$ cat src/rtl/instr_fetch_pkg.sv
// ============================================================================
// Module : instr_fetch_pkg
// Brief  : Shared opcode constants, IR field positions and fetch FSM encoding
//          used by the fetch unit and the decoder.
// Rev    : 1.0  initial release
// ============================================================================
`default_nettype none

package instr_fetch_pkg;

    localparam int IR_OPC_MSB  = 11;
    localparam int IR_OPC_LSB  = 8;
    localparam int IR_OPND_MSB = 7;
    localparam int IR_OPND_LSB = 0;

    localparam logic [3:0] B_OPCODE  = 4'h8;
    localparam logic [3:0] BP_OPCODE = 4'h9;
    localparam logic [3:0] BN_OPCODE = 4'hA;
    localparam logic [3:0] BZ_OPCODE = 4'hB;

    typedef enum logic [1:0] {
        ST_IDLE = 2'd0,
        ST_WAIT = 2'd1,
        ST_ADV  = 2'd2
    } fetch_state_e;

    function automatic logic is_branch(input logic [3:0] opc);
        return (opc == B_OPCODE) || (opc == BP_OPCODE) ||
               (opc == BN_OPCODE) || (opc == BZ_OPCODE);
    endfunction

endpackage

`default_nettype wire

$ cat src/rtl/fetch_timer.sv
// ============================================================================
// Module : fetch_timer
// Brief  : Clearable, enabled, saturating counter; tc flags the enabled
//          increment that lands on TIMEOUT (never asserted when TIMEOUT is 0).
// Rev    : 1.0  initial release
// ============================================================================
`default_nettype none

module fetch_timer #(
    parameter int TIMEOUT = 15
) (
    input  logic clk,
    input  logic reset,
    input  logic clr,
    input  logic en,
    output logic tc
);

    localparam int              CW    = (TIMEOUT < 1) ? 1 : $clog2(TIMEOUT + 1);
    localparam logic [CW-1:0]   C_MAX = CW'(TIMEOUT);

    logic [CW-1:0] count_q;
    logic [CW-1:0] count_d;

    always_comb begin
        count_d = count_q;
        if (clr) begin
            count_d = '0;
        end else if (en && (count_q != C_MAX)) begin
            count_d = count_q + 1'b1;
        end
    end

    always_ff @(posedge clk or posedge reset) begin
        if (reset) begin
            count_q <= '0;
        end else begin
            count_q <= count_d;
        end
    end

    assign tc = (TIMEOUT != 0) && en && !clr && (count_q == C_MAX - 1'b1);

endmodule

`default_nettype wire

$ cat src/rtl/instr_fetch.sv
// ============================================================================
// Module : instr_fetch
// Brief  : Fetches one instruction word via req/ack, loads the IR and issues
//          the one-cycle REPC/INC strobe to the PC/branch unit.
// Rev    : 1.0  initial release
// ============================================================================
`default_nettype none

module instr_fetch
    import instr_fetch_pkg::*;
#(
    parameter int IW      = 12,
    parameter int AW      = 10,
    parameter int TIMEOUT = 15
) (
    input  logic          clk,
    input  logic          reset,
    input  logic [AW-1:0] pc,
    input  logic          fetch_start,
    output logic          mem_rd_req,
    output logic [AW-1:0] mem_addr,
    input  logic          mem_rd_ack,
    input  logic [IW-1:0] mem_rd_data,
    output logic [3:0]    ir_opcode,
    output logic [7:0]    ir_operand_addr,
    output logic          ir_valid,
    output logic          REPC,
    output logic          INC,
    output logic          fetch_done,
    output logic          fetch_err,
    output logic          busy
);

    fetch_state_e  state_q, state_d;
    logic          req_q, req_d;
    logic [AW-1:0] addr_q, addr_d;
    logic [IW-1:0] ir_q, ir_d;
    logic          valid_q, valid_d;
    logic          repc_q, repc_d;
    logic          done_q, done_d;
    logic          err_q, err_d;
    logic          busy_q, busy_d;
    logic          timer_clr;
    logic          timer_en;
    logic          timer_tc;

    fetch_timer #(
        .TIMEOUT (TIMEOUT)
    ) u_timer (
        .clk   (clk),
        .reset (reset),
        .clr   (timer_clr),
        .en    (timer_en),
        .tc    (timer_tc)
    );

    always_comb begin
        state_d   = state_q;
        req_d     = req_q;
        addr_d    = addr_q;
        ir_d      = ir_q;
        valid_d   = valid_q;
        err_d     = err_q;
        repc_d    = 1'b0;
        done_d    = 1'b0;
        timer_clr = 1'b0;
        timer_en  = 1'b0;
        case (state_q)
            ST_IDLE: begin
                if (fetch_start) begin
                    addr_d    = pc;
                    req_d     = 1'b1;
                    valid_d   = 1'b0;
                    err_d     = 1'b0;
                    timer_clr = 1'b1;
                    state_d   = ST_WAIT;
                end
            end
            ST_WAIT: begin
                // An ack on the terminal-count edge completes normally.
                if (mem_rd_ack) begin
                    ir_d    = mem_rd_data;
                    req_d   = 1'b0;
                    valid_d = 1'b1;
                    repc_d  = 1'b1;
                    state_d = ST_ADV;
                end else begin
                    timer_en = 1'b1;
                    if (timer_tc) begin
                        req_d   = 1'b0;
                        err_d   = 1'b1;
                        state_d = ST_IDLE;
                    end
                end
            end
            ST_ADV: begin
                done_d  = 1'b1;
                state_d = ST_IDLE;
            end
            default: state_d = ST_IDLE;
        endcase
        busy_d = (state_d != ST_IDLE);
    end

    always_ff @(posedge clk or posedge reset) begin
        if (reset) begin
            state_q <= ST_IDLE;
            req_q   <= 1'b0;
            addr_q  <= '0;
            ir_q    <= '0;
            valid_q <= 1'b0;
            repc_q  <= 1'b0;
            done_q  <= 1'b0;
            err_q   <= 1'b0;
            busy_q  <= 1'b0;
        end else begin
            state_q <= state_d;
            req_q   <= req_d;
            addr_q  <= addr_d;
            ir_q    <= ir_d;
            valid_q <= valid_d;
            repc_q  <= repc_d;
            done_q  <= done_d;
            err_q   <= err_d;
            busy_q  <= busy_d;
        end
    end

    assign mem_rd_req      = req_q;
    assign mem_addr        = addr_q;
    assign ir_opcode       = ir_q[IR_OPC_MSB:IR_OPC_LSB];
    assign ir_operand_addr = ir_q[IR_OPND_MSB:IR_OPND_LSB];
    assign ir_valid        = valid_q;
    assign REPC            = repc_q;
    assign INC             = repc_q;
    assign fetch_done      = done_q;
    assign fetch_err       = err_q;
    assign busy            = busy_q;

endmodule

`default_nettype wire
$ cat config.mk
export PLATFORM = sky130hd
export DESIGN_NAME = instr_fetch
export DESIGN_NICKNAME = d
export VERILOG_FILES = /design/src/rtl/instr_fetch_pkg.sv /design/src/rtl/fetch_timer.sv /design/src/rtl/instr_fetch.sv
export SDC_FILE = /design/constraint.sdc
export NUM_CORES = 1
export LEC_CHECK = 0
export CAP_MARGIN = 30
export CORE_MARGIN = 1
export CORE_UTILIZATION = 43
export DETAILED_ROUTE_END_ITERATION = 7
export MAX_ROUTING_LAYER = met4
export PLACE_DENSITY = 0.9
export SYNTH_ARGS = -nofsm -noshare
export SYNTH_HDL_FRONTEND = slang
export SYNTH_HIERARCHICAL = 1
export SYNTH_SLANG_ARGS = --single-unit
$ cat constraint.sdc
create_clock -name clk -period 1.96 [get_ports clk]
set_input_delay 0.294 -clock clk [delete_from_list [all_inputs] [get_ports clk]]
set_output_delay 0.294 -clock clk [all_outputs]
set_load 0.1 [all_outputs]
Word level (Yosys, flattened, before mapping)
Cells that the tools add are included.
{ "word_totals": {"reg_bits": 34, "in_bits": 26, "out_inout_bits": 29, "elab_cells": 56} }
{ "op_classes": {"n_addsub": 1, "eq_ne": 9, "muxes": 23, "n_reduce_logical": 13} }
{ "ops": {"columns": ["operator", "count"], "rows": [
  ["2-to-1 mux 1 bit", 14],
  ["2-to-1 mux 4 bit", 2],
  ["inequality test 2 bit (second input constant)", 4],
  ["2-to-1 mux 2 bit", 3],
  ["one-hot mux 1 bit (2 select lines)", 3],
  ["AND reduction 3 bit", 2],
  ["nonzero test 2 bit", 3],
  ["adder 4 x 1 -> 4 bit (second input constant)", 1],
  ["== test 4 bit (second input constant)", 1],
  ["inequality test 4 bit (second input constant)", 1],
  ["one-hot mux 2 bit (2 select lines)", 1],
  ["AND reduction 2 bit", 2],
  ["AND reduction 4 bit", 1],
  ["logical AND 1 bit", 3],
  ["inequality test 3 bit (second input constant)", 1],
  ["== test 2 x 1 -> 1 bit (second input constant)", 1],
  ["== test 2 bit (second input constant)", 1],
  ["zero test 2 bit", 1],
  ["zero test 1 bit", 1]
]} }

Depth between registers and ports, before layout
Gate-level depths: netlist of the first run.
{ "logic_depth": {"ltp_word": 9, "mapped_depth": 8, "mapped_depth_nobuf": 7} }

Cells and area by module
The synthesis of the first run kept the hierarchy.
{ "by_module_without_submodules": {"columns": ["mod", "instances", "cells_per_inst", "area_each_um2"], "rows": [
  ["instr_fetch", 1, 81, 1194.9],
  ["fetch_timer", 1, 25, 242.7]
]} }

Worst setup path after synthesis of the first run
OpenSTA, ideal clock, no wires.
{ "synth_path": {"path_kind": "reg2out", "start": "register repc_q (netlist: INC)", "end": "output REPC", "arrival_ns": 1.324, "t_required_ns": 1.666, "slack_ns": 0.342, "path_stages_with_launch": 2, "path_cell_list": "dfrtp_1 buf_4"} }
{ "synth_lines": {"columns": ["element", "line", "rtl"], "rows": [
  ["from (decl)", "instr_fetch.sv:39", "logic repc_q, repc_d;"],
  ["from (signal assigned)", "instr_fetch.sv:122", "repc_q <= repc_d;"],
  ["to (decl)", "instr_fetch.sv:27", "output logic REPC,"]
]} }
No word-level cell between the ends.

Final worst setup path of the first run
{ "layout_path": {"start": "input mem_rd_ack", "end": "register req_q (netlist: mem_rd_req)"} }
{ "layout_via": {"elab_chain_len": 6, "elab_cells_between_ends": 8, "classes_between": "eq/ne: 1; mux: 4; reduce/logical: 3"} }
{ "layout_lines": {"columns": ["element", "line", "rtl"], "rows": [
  ["from (decl)", "instr_fetch.sv:22", "input logic mem_rd_ack,"],
  ["2-to-1 mux 1 bit", "instr_fetch.sv:81", "if (mem_rd_ack) begin"],
  ["2-to-1 mux 1 bit", "instr_fetch.sv:68", "case (state_q)"],
  ["named net timer_en", "instr_fetch.sv:44", "logic timer_en;"],
  ["logical AND 1 bit (2 in series)", "fetch_timer.sv:42", "assign tc = (TIMEOUT != 0) && en && !clr && (count_q == C_MAX - 1'b1);"],
  ["named net timer_tc", "instr_fetch.sv:45", "logic timer_tc;"],
  ["inequality test 3 bit (no source line)", null, null],
  ["AND reduction 3 bit (no source line)", null, null],
  ["to (signal assigned)", "instr_fetch.sv:118", "req_q <= req_d;"],
  ["to (decl)", "instr_fetch.sv:35", "logic req_q, req_d;"]
]} }
The timed path passes the listed nets, and every way through them passes these cells.
A chain may end at the register's enable or synchronous reset.

==> qor.txt, run 1 <==
grt ovf -> 0
post-place setup slack -> -0.0426 ns
Slew @ Worst Pin -> 0.490 ns
critical path peak fanout -> 6
WL met3 -> 217 um
Clock Latency Late Sink -> 0.32 ns
share of cells above drive strength 1 -> 0.390
DP Wirelength -> 2150 um
Post-CTS Setup Repair Bufs -> 0
crit path max-delay cell type -> clkdlybuf4s50_1
drt drc -> 0
CTS clock-pin slew for the worst setup and hold paths -> 0.09 ns
met1 wire length -> 1220 um
Hold Buf Count CTS -> 0
Avg Vias per Cell -> 4.94
clk buf depth -> 2
final std cells w/o fill -> 208
kind of critical path -> in -> reg
Die Y -> 59.8 um
Crit path buffers/inverters -> 1
effective utilization at floorplan -> 0.463
Syn Std Cell Area -> 1440 um^2
Inserted Diodes -> 0
Core Box Area -> 3100 um^2
top cells by area in the synthesized netlist -> dfrtp_1, mux2_2, mux2_4
Mapped Cells -> 106
Max Cap Viol -> 0
placed cells -> 202
Boundary Pins -> 55
Critical Path Stages -> 8
Seq/Total Area, Yosys -> 0.592
reg2reg path depth -> 7
Area Overhead vs Synth -> 41.2%
Max Slew Vio Count -> 0
Most common cell on crit path -> nor2_1
slew margin rel. -> 0.673
CTS sink count -> 34
Pre-Repair DR Iteration Count -> 4
largest area contributor in the netlist -> dfrtp_1
port bufs -> 54
cts repair resizes -> 0
Worst EP arrival -> 1.88 ns
Avg Cell Area, Syn -> 13.6 um^2
count leader, synth -> dfrtp_1
biggest cell delay along the critical path -> 0.50 ns
first-pass GRT wire length -> 4670 um
die area -> 3580 um^2
post-route clock period utilization -> 0.857
Clock Skew -> 0.00676 ns
Net Count, Synth -> 134
fmax -> 595 MHz
largest net degree at the start of global routing -> 20
row count -> 20
min-delay worst type -> in -> async
P_leak -> 0.931 nW
most instantiated cells after synthesis -> dfrtp_1, mux2_2, mux2_4, nor2_1, a21oi_1
CP Launch Type -> input pin
Max VDD drop -> 0.861 mV
vias in the first global route -> 1081
H-tree levels -> 2
Final Hold Viols -> 0
layout net count -> 193
CTS tree -> built
utilization after layout -> 0.654
GPL Wtd Cong -> 0.792
# setup viols final -> 0
crit-path cells -> clkdlybuf4s50_1, nor2_1, and2_1, nand2_1, nor3_1, nor2_1, o21ai_0, a21oi_1
asr flop ratio synth -> 1.00
CTS Buf Count -> 5
initial antenna violation count -> 0
Met2 Routed Length -> 1420 um
worst r2r src -> state_q[1]
share of the synthesized area in the top cell type -> 0.592
Synth Register Bits -> 34
root cell of the clock tree -> clkbuf_4
Synth Flop Type -> dfrtp_1
RSZ-0062 raised after global routing -> no
die extent in x -> 59.8 um
DR top layer -> met3
total number of yosys warnings -> 6
Power Dens Cells -> 1610 nW/um^2
status -> finished, final reports clean
Total GRT Usage -> 0.185
Initial DRC Count -> 27
Worst setup EP type -> flop
delay-heaviest family, CP -> simple AND/OR/NAND/NOR gates
Worst setup startpoint -> mem_rd_ack
Synth cell types -> 25
Via Count -> 1027
Routed Wire Length -> 2850 um
CP Data Required Time -> 2.16 ns
post-layout minimum cycle time -> 1.68 ns
Antenna Nets Post-Route -> 0
Post-synth EDFFs -> 0
WL per Instance -> 13.7 um
slack of the critical path -> 0.280 ns
## per-layer routing
| layer | track usage | vias to the layer above |
|---|---|---|
| met5 | - | - |
| met4 | 0.0565 | 0 |
| met3 | 0.0606 | 0 |
| met2 | 0.316 | 42 |
| met1 | 0.204 | 502 |
| li1 | - | 483 |
## layout by cell type (no fill, tap or decap)
master | Yosys | routed
a21oi_1 | 8 | 8
mux2_4 | 9 | 9
nor2_1 | 9 | 9
nand2_1 | 2 | 2
a211oi_2 | 1 | 1
a211oi_1 | 1 | 1
clkbuf_4 | 0 | 5
clkbuf_8 | 0 | 1
dfrtp_1 | 34 | 34
buf_4 | 3 | 30
a311oi_1 | 2 | 2
mux2_2 | 13 | 13
clkdlybuf4s50_1 | 0 | 25
mux2i_1 | 1 | 1
a31o_1 | 1 | 1
nor3_1 | 3 | 3
buf_12 | 0 | 3
and2_1 | 1 | 1
and3_1 | 2 | 2
inv_2 | 1 | 1
o21ai_0 | 1 | 1
ha_1 | 2 | 2
and4_1 | 1 | 1
nand3_2 | 1 | 1
inv_1 | 5 | 5
nand2b_1 | 1 | 1
nand4_1 | 1 | 1
## sequential cells by signal (all words and copies together) (netlist names)
register / flops
fetch_done: 1
busy: 1
mem_addr: 10
ir_q: 12
fetch_err: 1
u_timer/count_q: 4
ir_valid: 1
INC: 1
state_q: 2
mem_rd_req: 1
## metrics by stage
stage	power, mW	hold WS (ns)	TNS (ns)	area [um^2]
2_1_floorplan	2.51	0.0601	0	1440
3_3_place_gp	2.89	0.491	0	1980
3_5_place_dp	2.92	0.497	-0.0456	1980
4_1_cts	3.29	0.175	0	2030
5_1_grt	3.40	0.199	0	2030
6_report	3.26	0.181	0	2030
## final cells by class
class | instances | area [um^2]
fillers | 235 | 1070
flip-flops and latches | 34 | 851
repair buffers | 58 | 536
multi-input cells | 60 | 514
well taps | 44 | 55.1
clock buffers | 6 | 51.3
inverters | 6 | 22.5
## where the power goes
part           internal, mW  leakage (nW)  switching [mW]
Combinational         0.469         0.488            1.43
Clock                 0.161        0.0302           0.199
Sequential            0.882         0.413           0.119
## final timing paths
path | slack, ns | end
min | 0.18 | u_timer/count_q[0]
min reg2reg | 0.52 | mem_addr[5]
max reg2reg | 0.30 | mem_rd_req
min in group clk | 0.52 | mem_addr[5]
max | 0.28 | mem_rd_req
max in group asynchronous | 1.17 | ir_q[8]
## worst register-to-register path, stage by stage (launching register included)
cell	delay, ns
dfrtp_1	0.45
nor2_1	0.17
and2_1	0.16
nand2_1	0.05
nor3_1	0.34
nor2_1	0.11
o21ai_0	0.16
a21oi_1	0.09
## cell families after synthesis
| family | Yosys count | share of synthesized area |
|---|---|---|
| buffers and inverters | 12 | 0.0505 |
| muxes | 23 | 0.203 |
| adders and majority gates | 2 | 0.0174 |
| AOI/OAI and AO/OA | 14 | 0.0635 |
| and+or+nand+nor | 21 | 0.0740 |
| DFF | 34 | 0.592 |
(Power assumes the default switching activity.)
==> run 2, diff against run 1 <==
PLACE_DENSITY = 0.79   (was 0.9)
==> qor.txt, run 2 (synthesized netlist as in run 1, its figures left out) <==
Worst EP arrival -> 1.84 ns (-0.04 ns)
setup tns final -> 0 ns (unchanged)
CTS sink count -> 34 (unchanged)
Slew @ Worst Pin -> 0.501 ns (+0.0117 ns)
share of cells above drive strength 1 -> 0.405 (+0.0145)
P_leak -> 0.962 nW (+3.4%)
initial antenna violation count -> 0 (unchanged)
row count -> 20 (unchanged)
fmax -> 615 MHz (+3.2%)
CP Launch Type -> flop
kind of critical path -> reg -> reg
effective utilization at floorplan -> 0.463 (unchanged)
Biggest register -> ir_q
DP Wirelength -> 2190 um (+1.8%)
clk buf depth -> 2 (unchanged)
cts repair resizes -> 0 (unchanged)
CTS clock-pin slew for the worst setup and hold paths -> 0.10 ns (about the same)
Area Overhead vs Synth -> 45.2%
Inserted Diodes -> 0 (unchanged)
Power Dens Cells -> 1690 nW/um^2 (+5.3%)
Via Count -> 1008 (-1.9%)
drt drc -> 0 (unchanged)
R2R Setup Slk -> 0.33 ns (+0.03 ns)
Die Y -> 59.8 um (unchanged)
max reg flops -> 12 (unchanged)
Clock Skew -> 0.0144 ns (+0.00764 ns)
status -> finished, final reports clean
first-pass GRT wire length -> 4450 um (-4.7%)
post-place setup slack -> 0.0752 ns (+0.118 ns)
port bufs -> 54 (unchanged)
Max Cap Viol -> 0 (unchanged)
Max VDD drop -> 0.694 mV (-19%)
Max Slew Vio Count -> 0 (unchanged)
commonest cells after routing, fill and taps aside -> dfrtp_1, buf_4, clkdlybuf4s50_1
H-tree levels -> 2 (unchanged)
layout net count -> 195 (+1.0%)
CP Data Required Time -> 2.17 ns (about the same)
RSZ-0062 raised after global routing -> no
critical path peak fanout -> 6 (unchanged)
Post-CTS Setup Repair Bufs -> 0 (unchanged)
slew margin rel. -> 0.665 (-0.00782)
final instance area -> 2090 um^2 (+2.8%)
Boundary Pins -> 55 (unchanged)
post-layout minimum cycle time -> 1.63 ns (-0.0527 ns)
largest net degree at the start of global routing -> 20 (unchanged)
Initial DRC Count -> 35 (+30%)
root cell of the clock tree -> clkbuf_4
Total GRT Usage -> 0.179 (-0.00575)
commonest non-fill, non-tap cell in the layout -> dfrtp_1
min-delay worst type -> in -> async
Worst setup EP type -> flop
GPL Wtd Cong -> 0.714 (-9.8%)
Pre-Repair DR Iteration Count -> 4 (unchanged)
# setup viols final -> 0 (unchanged)
slack of the critical path -> 0.333 ns (+0.0527 ns)
Clock Latency Late Sink -> 0.34 ns (+0.02 ns)
R2R Path End -> mem_rd_req
Core Box Area -> 3100 um^2 (unchanged)
reg2reg path depth -> 7 (unchanged)
Post-Place Cell Area -> 1980 um^2 (+0.13%)
Final Hold Viols -> 0 (unchanged)
die extent in x -> 59.8 um (unchanged)
Total Power -> 3.54 mW (+8.3%)
Routed Wire Length -> 2820 um (-1.3%)
post-route clock period utilization -> 0.830 (-0.0269)
Hold Buf Count CTS -> 0 (unchanged)
worst r2r src -> state_q[1]
CTS tree -> built
Antenna Nets Post-Route -> 0 (unchanged)
WL per Instance -> 13.3 um (-3.1%)
grt ovf -> 0 (unchanged)
Avg Vias per Cell -> 4.75 (-3.7%)
die area -> 3580 um^2 (unchanged)
CTS Buf Count -> 5 (unchanged)
vias in the first global route -> 1006 (-6.9%)
## run 2: report_power, final
| part | total [mW] | switching [mW] | internal [mW] |
|---|---|---|---|
| sequential | 1.00 | 0.120 | 0.881 |
| clock | 0.638 | 0.239 | 0.399 |
| combinational | 1.90 | 1.43 | 0.465 |
## run 2: metrics by stage
step | hold WS [ns] | util | instances
global placement | 0.492 | 0.638 | 204
global route | 0.178 | 0.673 | 212
floorplan | 0.0601 | - | 106
CTS | 0.177 | 0.673 | 212
finish | 0.180 | 0.673 | 212
detailed placement | 0.498 | 0.638 | 204
## run 2: how the worst max path moves through the flow
stage                           start     endpoint  slack [ns]  cells past startpoint
after CTS                  state_q[1]   mem_rd_req        0.36                      7
after detailed placement  fetch_start  mem_addr[0]        0.08                      5
after global routing       state_q[1]   mem_rd_req        0.19                      7
after global placement     mem_rd_ack   mem_rd_req        0.13                      8
after floorplan                   INC         REPC        0.34                      1
final                      state_q[1]   mem_rd_req        0.33                      7
## run 2: critical path, cell delays in order, from the launching register on
cell and delay, ns:
dfrtp_1 0.46, nor2_1 0.16, and2_1 0.15, nand2_1 0.05, nor3_1 0.34, nor2_1 0.11
o21ai_0 0.16, a21oi_1 0.09
## run 2: area by class of cell
cell class                 instances  area, um^2
sequential                        34         851
tap                               44        55.1
fill                             249        1020
clock inverter                     3        68.8
timing repair buffer              60         538
multi-input combinational         60         514
inverter                           6        22.5
clock buffer                       5        37.5
## run 2: per-layer routing
| metal | track usage | up-vias | share of wire |
|---|---|---|---|
| met5 | - | - | 0 |
| met4 | 0.0598 | 0 | 0.016 |
| met3 | 0.0628 | 5 | 0.069 |
| met2 | 0.297 | 33 | 0.51 |
| met1 | 0.201 | 480 | 0.41 |
| li1 | - | 490 | - |
